$ cat src/rtl/image_load_reader.sv
// rtl/image_load_reader.sv - Avalon-MM frame reader emitting one Avalon-ST video packet per start pulse
// Define IMAGE_LOAD_DONE_IRQ_EN to add the sticky irq_done output and its irq_clr input.
module image_load_reader #(
  parameter int DATA_WIDTH     = 10,
  parameter int AVM_WIDTH_LOG  = 4,
  parameter int STORE_WIDTH    = 4,
  parameter int FIFO_DEPTH_LOG = 3
) (
  input  logic                          clk,
  input  logic                          rst,
  output logic [31:0]                   avm_address,
  output logic                          avm_read,
  input  logic [(1<<AVM_WIDTH_LOG)-1:0] avm_readdata,
  input  logic                          avm_waitrequest,
  input  logic                          avm_readdatavalid,
  output logic [DATA_WIDTH-1:0]         dout_data,
  output logic                          dout_valid,
  input  logic                          dout_ready,
  output logic                          dout_startofpacket,
  output logic                          dout_endofpacket,
  input  logic                          sig_en,
  input  logic [31:0]                   sig_address,
  input  logic [31:0]                   sig_image_cnt,
  output logic                          sig_busy
`ifdef IMAGE_LOAD_DONE_IRQ_EN
  ,
  output logic                          irq_done,
  input  logic                          irq_clr
`endif
);

  localparam int W       = 1 << AVM_WIDTH_LOG;
  localparam int PPW     = W / STORE_WIDTH;
  localparam int PPW_LOG = $clog2(PPW);
  localparam int PIX_W   = (PPW_LOG > 0) ? PPW_LOG : 1;
  localparam int DEPTH   = 1 << FIFO_DEPTH_LOG;
  localparam int CNT_W   = FIFO_DEPTH_LOG + 1;
  localparam int SUM_W   = FIFO_DEPTH_LOG + 2;
  localparam logic [31:0] STRIDE = 32'(W / 8);

  typedef enum logic [1:0] {IDLE, HDR, DATA} state_t;

  state_t               state;
  state_t               state_nxt;
  logic [31:0]          frame_words;
  logic [31:0]          words_issued;
  logic [31:0]          pixels_left;
  logic [CNT_W-1:0]     outstanding;
  logic [CNT_W-1:0]     fifo_count;
  logic [FIFO_DEPTH_LOG-1:0] wr_ptr;
  logic [FIFO_DEPTH_LOG-1:0] rd_ptr;
  logic [PIX_W-1:0]     pix_idx;
  logic [W-1:0]         fifo_mem [DEPTH];

  logic                 start;
  logic                 fifo_empty;
  logic                 rd_accept;
  logic                 push;
  logic                 pix_beat;
  logic                 last_pix;
  logic                 pop;
  logic                 eop_accept;
  logic [SUM_W-1:0]     in_flight;
  logic                 room;
  logic [32:0]          words_sum;
  logic [W-1:0]         head_word;
  logic [STORE_WIDTH-1:0] head_pix;

  assign start      = (state == IDLE) && sig_en && (sig_image_cnt != 32'd0);
  assign fifo_empty = (fifo_count == '0);
  assign rd_accept  = avm_read && !avm_waitrequest;
  // Returns with nothing outstanding are leftovers from before a reset.
  assign push       = avm_readdatavalid && (outstanding != '0);
  assign pix_beat   = (state == DATA) && dout_valid && dout_ready;
  assign last_pix   = (pixels_left == 32'd1);
  assign pop        = pix_beat && (last_pix || (pix_idx == PIX_W'(PPW - 1)));
  assign eop_accept = pix_beat && last_pix;

  // Issue is throttled by reserved FIFO space, so every return always fits.
  assign in_flight  = SUM_W'(outstanding) + SUM_W'(fifo_count);
  assign room       = in_flight < SUM_W'(DEPTH);
  assign avm_read   = (state != IDLE) && (words_issued < frame_words) && room;

  assign words_sum  = {1'b0, sig_image_cnt} + 33'(PPW - 1);
  assign head_word  = fifo_mem[rd_ptr];
  assign head_pix   = head_word[int'(pix_idx) * STORE_WIDTH +: STORE_WIDTH];

  always_ff @(posedge clk or posedge rst) begin
    if (rst) begin
      state <= IDLE;
    end else begin
      state <= state_nxt;
    end
  end

  always_comb begin
    state_nxt = state;
    case (state)
      IDLE:    if (start) state_nxt = HDR;
      HDR:     if (dout_ready) state_nxt = DATA;
      DATA:    if (eop_accept) state_nxt = IDLE;
      default: state_nxt = IDLE;
    endcase
  end

  always_comb begin
    dout_valid         = 1'b0;
    dout_data          = '0;
    dout_startofpacket = 1'b0;
    dout_endofpacket   = 1'b0;
    sig_busy           = (state != IDLE);
    case (state)
      HDR: begin
        dout_valid         = 1'b1;
        dout_startofpacket = 1'b1;
      end
      DATA: begin
        if (!fifo_empty) begin
          dout_valid       = 1'b1;
          dout_data        = DATA_WIDTH'(head_pix);
          dout_endofpacket = last_pix;
        end
      end
      default: ;
    endcase
  end

  always_ff @(posedge clk or posedge rst) begin
    if (rst) begin
      avm_address  <= 32'd0;
      frame_words  <= 32'd0;
      words_issued <= 32'd0;
    end else if (start) begin
      avm_address  <= sig_address;
      frame_words  <= 32'(words_sum >> PPW_LOG);
      words_issued <= 32'd0;
    end else if (rd_accept) begin
      avm_address  <= avm_address + STRIDE;
      words_issued <= words_issued + 32'd1;
    end
  end

  always_ff @(posedge clk or posedge rst) begin
    if (rst) begin
      outstanding <= '0;
    end else if (rd_accept && !push) begin
      outstanding <= outstanding + 1'b1;
    end else if (push && !rd_accept) begin
      outstanding <= outstanding - 1'b1;
    end
  end

  always_ff @(posedge clk or posedge rst) begin
    if (rst) begin
      fifo_count <= '0;
      wr_ptr     <= '0;
      rd_ptr     <= '0;
    end else begin
      if (push && !pop) begin
        fifo_count <= fifo_count + 1'b1;
      end else if (pop && !push) begin
        fifo_count <= fifo_count - 1'b1;
      end
      if (push) wr_ptr <= wr_ptr + 1'b1;
      if (pop)  rd_ptr <= rd_ptr + 1'b1;
    end
  end

  always_ff @(posedge clk) begin
    if (push) fifo_mem[wr_ptr] <= avm_readdata;
  end

  // A partial last word is dropped by popping it together with the eop pixel.
  always_ff @(posedge clk or posedge rst) begin
    if (rst) begin
      pixels_left <= 32'd0;
      pix_idx     <= '0;
    end else if (start) begin
      pixels_left <= sig_image_cnt;
      pix_idx     <= '0;
    end else if (pix_beat) begin
      pixels_left <= pixels_left - 32'd1;
      pix_idx     <= pop ? '0 : pix_idx + 1'b1;
    end
  end

`ifdef IMAGE_LOAD_DONE_IRQ_EN
  always_ff @(posedge clk or posedge rst) begin
    if (rst) begin
      irq_done <= 1'b0;
    end else if (eop_accept) begin
      irq_done <= 1'b1;
    end else if (irq_clr) begin
      irq_done <= 1'b0;
    end
  end
`endif

endmodule

$ cat config.mk
export PLATFORM = sky130hd
export DESIGN_NAME = image_load_reader
export DESIGN_NICKNAME = d
export VERILOG_FILES = /design/src/rtl/image_load_reader.sv
export SDC_FILE = /design/constraint.sdc
export NUM_CORES = 1
export LEC_CHECK = 0
export CORE_ASPECT_RATIO = 1.2
export CORE_MARGIN = 4
export CORE_UTILIZATION = 69
export DETAILED_ROUTE_END_ITERATION = 6
export DONT_BUFFER_PORTS = 1
export GPL_TIMING_DRIVEN = 0
export HOLD_SLACK_MARGIN = 0.1
export PLACE_DENSITY_LB_ADDON = 0.15
export SYNTH_ARGS = -nofsm -noshare
export SYNTH_HDL_FRONTEND = slang
export SYNTH_SLANG_ARGS = --single-unit
$ cat constraint.sdc
create_clock -name clk -period 8 [get_ports clk]
set_input_delay 0.8 -clock clk [delete_from_list [all_inputs] [get_ports clk]]
set_output_delay 0.8 -clock clk [all_outputs]
set_load 0.02 [all_outputs]
==> flow_metrics.py <==
metrics = {
    "layout": {
        "areaGrowthSynthToFinish_pct": 10.5,
        "antenna_cells": 0,
        "multiInputGateArea_um2": 5870,
        "fill_cells": 1273,
        "drive_gt1_frac": 0.105,
        "finalNetCount": 1387,
        "seqCellArea_um2": 7470,
        "design_area_um2": 15200,
    },
    "worst_setup_path": {
        "worst-path-max-fanout": 10,
        "critical-path-slowest-cell": "buf_1",
        "required_ns": 7.20,
        "path_delay_family": "multiplexers",
        "cpMostUsedCell": "mux4_2",
        "crit_chain": "clkbuf_1 > buf_1 > mux4_2 > mux4_2 > mux2i_1 > nor2_1",
        "startpoint_type": "flop",
        "worstPathArrival_ns": 3.46,
        "max_stage_delay_ns": 0.81,
        "crit_buf_inv": 2,
        "end_kind": "primary output",
        "crit_type": "flop to primary output",
    },
    "clocking": {
        "cts_tree": "yes",
        "cts_sinks": 273,
        "h-tree-depth": 1,
        "clk_latency_ns": 0.53,
        "clk_path_buf_depth": 3,
        "cts_setup_buffers": 0,
        "cts_buffers": 27,
        "cts.hold.buffers_added": 0,
        "cts_resized": 0,
        "cts-root-buf": "clkbuf_16",
        "clkTransAtPathRegs_ns": 0.06,
    },
    "sta": {
        "report.final.slew_viol_count": 0,
        "setup_tns_ns": 0,
        "slew_headroom": 0.176,
        "tightest_slew_ns": 1.22,
        "setup_viol": 0,
        "fin_skew_ns": 0.00912,
        "rsz0062_at_grt": "no",
        "finalCriticalPeriod_ns": 4.26,
        "fmax_mhz": 235,
        "fin_crit_sh": 0.533,
        "finalHoldViolCount": 0,
    },
    "placement": {
        "dp_hpwl_um": 24400,
        "place.gp.congestion": 0.923,
        "place_area_um2": 14300,
        "io_buffers": 0,
    },
    "die": {
        "ioPinCount": 133,
        "die_w_um": 137,
        "start_util": 0.702,
        "core-area_um2": 19600,
        "rows": 56,
        "dieArea_um2": 22300,
        "die_h_um": 163,
    },
    "logic_synthesis": {
        "synth_top_cell_by_area": "edfxtp_1",
        "ys_top_cells_by_count": "150 x nand2_1, 145 x dfrtp_1, 128 x edfxtp_1",
        "synthTopCellsByArea": "edfxtp_1 28%, dfrtp_1 26%, mux4_2 6.5%, ha_1 4.5%, nand2_1 4.1%",
        "async_flop_share": 0.531,
        "synth.most_common_cell": "nand2_1",
        "synth-seq-cells": 273,
        "syn_avg_cell_area_um2": 11.4,
        "syn_inst": 1205,
        "yosysTopAreaCellShare": 0.279,
        "yosysSeqAreaShare": 0.542,
        "ys_types": 64,
        "netlist_area_um2": 13800,
        "synth-edff-count": 128,
        "yosysWarnings": 0,
        "synth_flop_cell": "dfrtp_1",
    },
    "routing": {
        "firstDrtPassIters": 6,
        "wl_um": 34400,
        "drcViolationCount": 0,
        "routedWlPerCell_um": 22.5,
        "drt_iter0_drc": 748,
        "vias": 9918,
        "via_per_inst": 6.49,
        "final_antenna_net_count": 0,
    },
    "worst_hold_path": {
        "hp-class": "input port to async pin",
    },
    "power_and_ir_drop": {
        "pwr-share-clk": 0.278,
        "seqPwrFrac": 0.464,
        "p_per_area_nw_per_um2": 316,
        "switchingPower_mw": 1.67,
        "max-vdd-ir-drop_v": 0.000284,
        "p_int_mw": 3.13,
        "comb_power_share": 0.258,
        "switching_share": 0.348,
        "leakage_nw": 5.76,
    },
    "global_route": {
        "grt.overflow.total": 0,
        "track_usage": 0.316,
        "antenna_found_initial": 0,
        "grt_pass1_vias": 10300,
        "grt_first_pass_wirelength_um": 54400,
        "grt_max_degree": 92,
    },
    "flow_run": {
        "maxCapViolCount": 0,
    },
    "outcome": {
        "outcome": "complete, no violations",
    },
}
metal layers:
| layer | track usage | wire, um | up-vias |
|---|---|---|---|
| li1 | - | - | 4479 |
| met1 | 0.385 | 12600 | 4958 |
| met2 | 0.552 | 18000 | 371 |
| met3 | 0.0535 | 2190 | 110 |
| met4 | 0.140 | 1670 | 0 |
| met5 | 0 | 0 | - |
final cells by class:
class	instances	share of cell area
flip-flops and latches	273	0.491
plain buffers	56	0.0159
clock inverters	18	0.0159
repair buffers	11	0.00822
well taps	261	0.0215
clock buffers	29	0.0449
inverters	68	0.0171
multi-input cells	813	0.386
flip-flops by register name, indices dropped and copies added (netlist names):
signal	flops
avm_address	32
fifo_count	4
fifo_mem	128
frame_words	31
outstanding	4
pix_idx	2
pixels_left	32
rd_ptr	3
state	2
words_issued	32
wr_ptr	3
placed cells by master, fill, tap and decap left out, types with 22 or more instances in the layout:
cell / netlist / routed
nor4_1: 23 / 22
ha_1: 49 / 49
o21ai_0: 84 / 84
dfrtp_1: 145 / 145
edfxtp_1: 128 / 128
nor3_1: 41 / 38
nand4_1: 30 / 30
inv_1: 68 / 67
xnor2_1: 64 / 64
clkbuf_1: 41 / 43
xor2_1: 29 / 29
clkbuf_16: 0 / 27
nand2_1: 150 / 150
nor2_1: 59 / 58
nand3_1: 46 / 46
a21oi_1: 36 / 36
mux4_2: 40 / 40
power by group through the flow:
stage,clock network (mW),logic [mW],registers [mW]
final,1.34,1.24,2.23
after floorplan,0,0.900,2.16
after CTS,1.35,1.24,2.23
after global placement,0,1.14,2.24
after detailed placement,0,1.22,2.25
after global routing,1.41,1.39,2.27
stage by stage:
step / total power [mW] / std cells / util / hold slack (ns) / worst slack (ns)
after CTS: 4.81 / 1529 / 0.776 / 0.194 / 3.65
after global routing: 5.08 / 1529 / 0.776 / 0.205 / 3.44
after detailed placement: 3.47 / 1482 / 0.728 / 0.470 / 3.89
final: 4.81 / 1529 / 0.776 / 0.187 / 3.74
after floorplan: 3.06 / 1210 / - / 0.450 / 3.31
after global placement: 3.37 / 1471 / 0.720 / 0.466 / 1.58
cells by family after synthesis:
group / after synthesis / share of synthesized area
AO/OA/AOI/OAI: 177 / 0.0790
XOR/XNOR: 93 / 0.0591
adder cells (fa/ha/maj): 51 / 0.0474
buffers and inverters: 124 / 0.0361
flip-flops: 273 / 0.542
multiplexers: 59 / 0.0796
other: 1 / 0.000272
AND/OR/NAND/NOR: 427 / 0.156
worst paths after layout:
| check | start | to | slack, ns | cells past startpoint |
|---|---|---|---|---|
| worst min register to register | frame_words[25]$_DFFE_PP0P_ | frame_words[25]$_DFFE_PP0P_ | 0.48 | 2 |
| worst max-delay path | rd_ptr[0]$_DFFE_PP0P_ | dout_data[3] | 3.74 | 6 |
| min in group clk | avm_readdata[2] | fifo_mem[6][2]$_DFFE_PP_ | 0.36 | 0 |
| worst min-delay path | rst | pixels_left[21]$_DFFE_PP0P_ | 0.19 | 1 |
| worst max register to register | outstanding[3]$_DFFE_PP0P_ | outstanding[3]$_DFFE_PP0P_ | 3.79 | 16 |
| max in group asynchronous | rst | words_issued[31]$_DFFE_PP0N_ | 6.95 | 2 |
No activity file was read; power rests on OpenSTA's default activity.
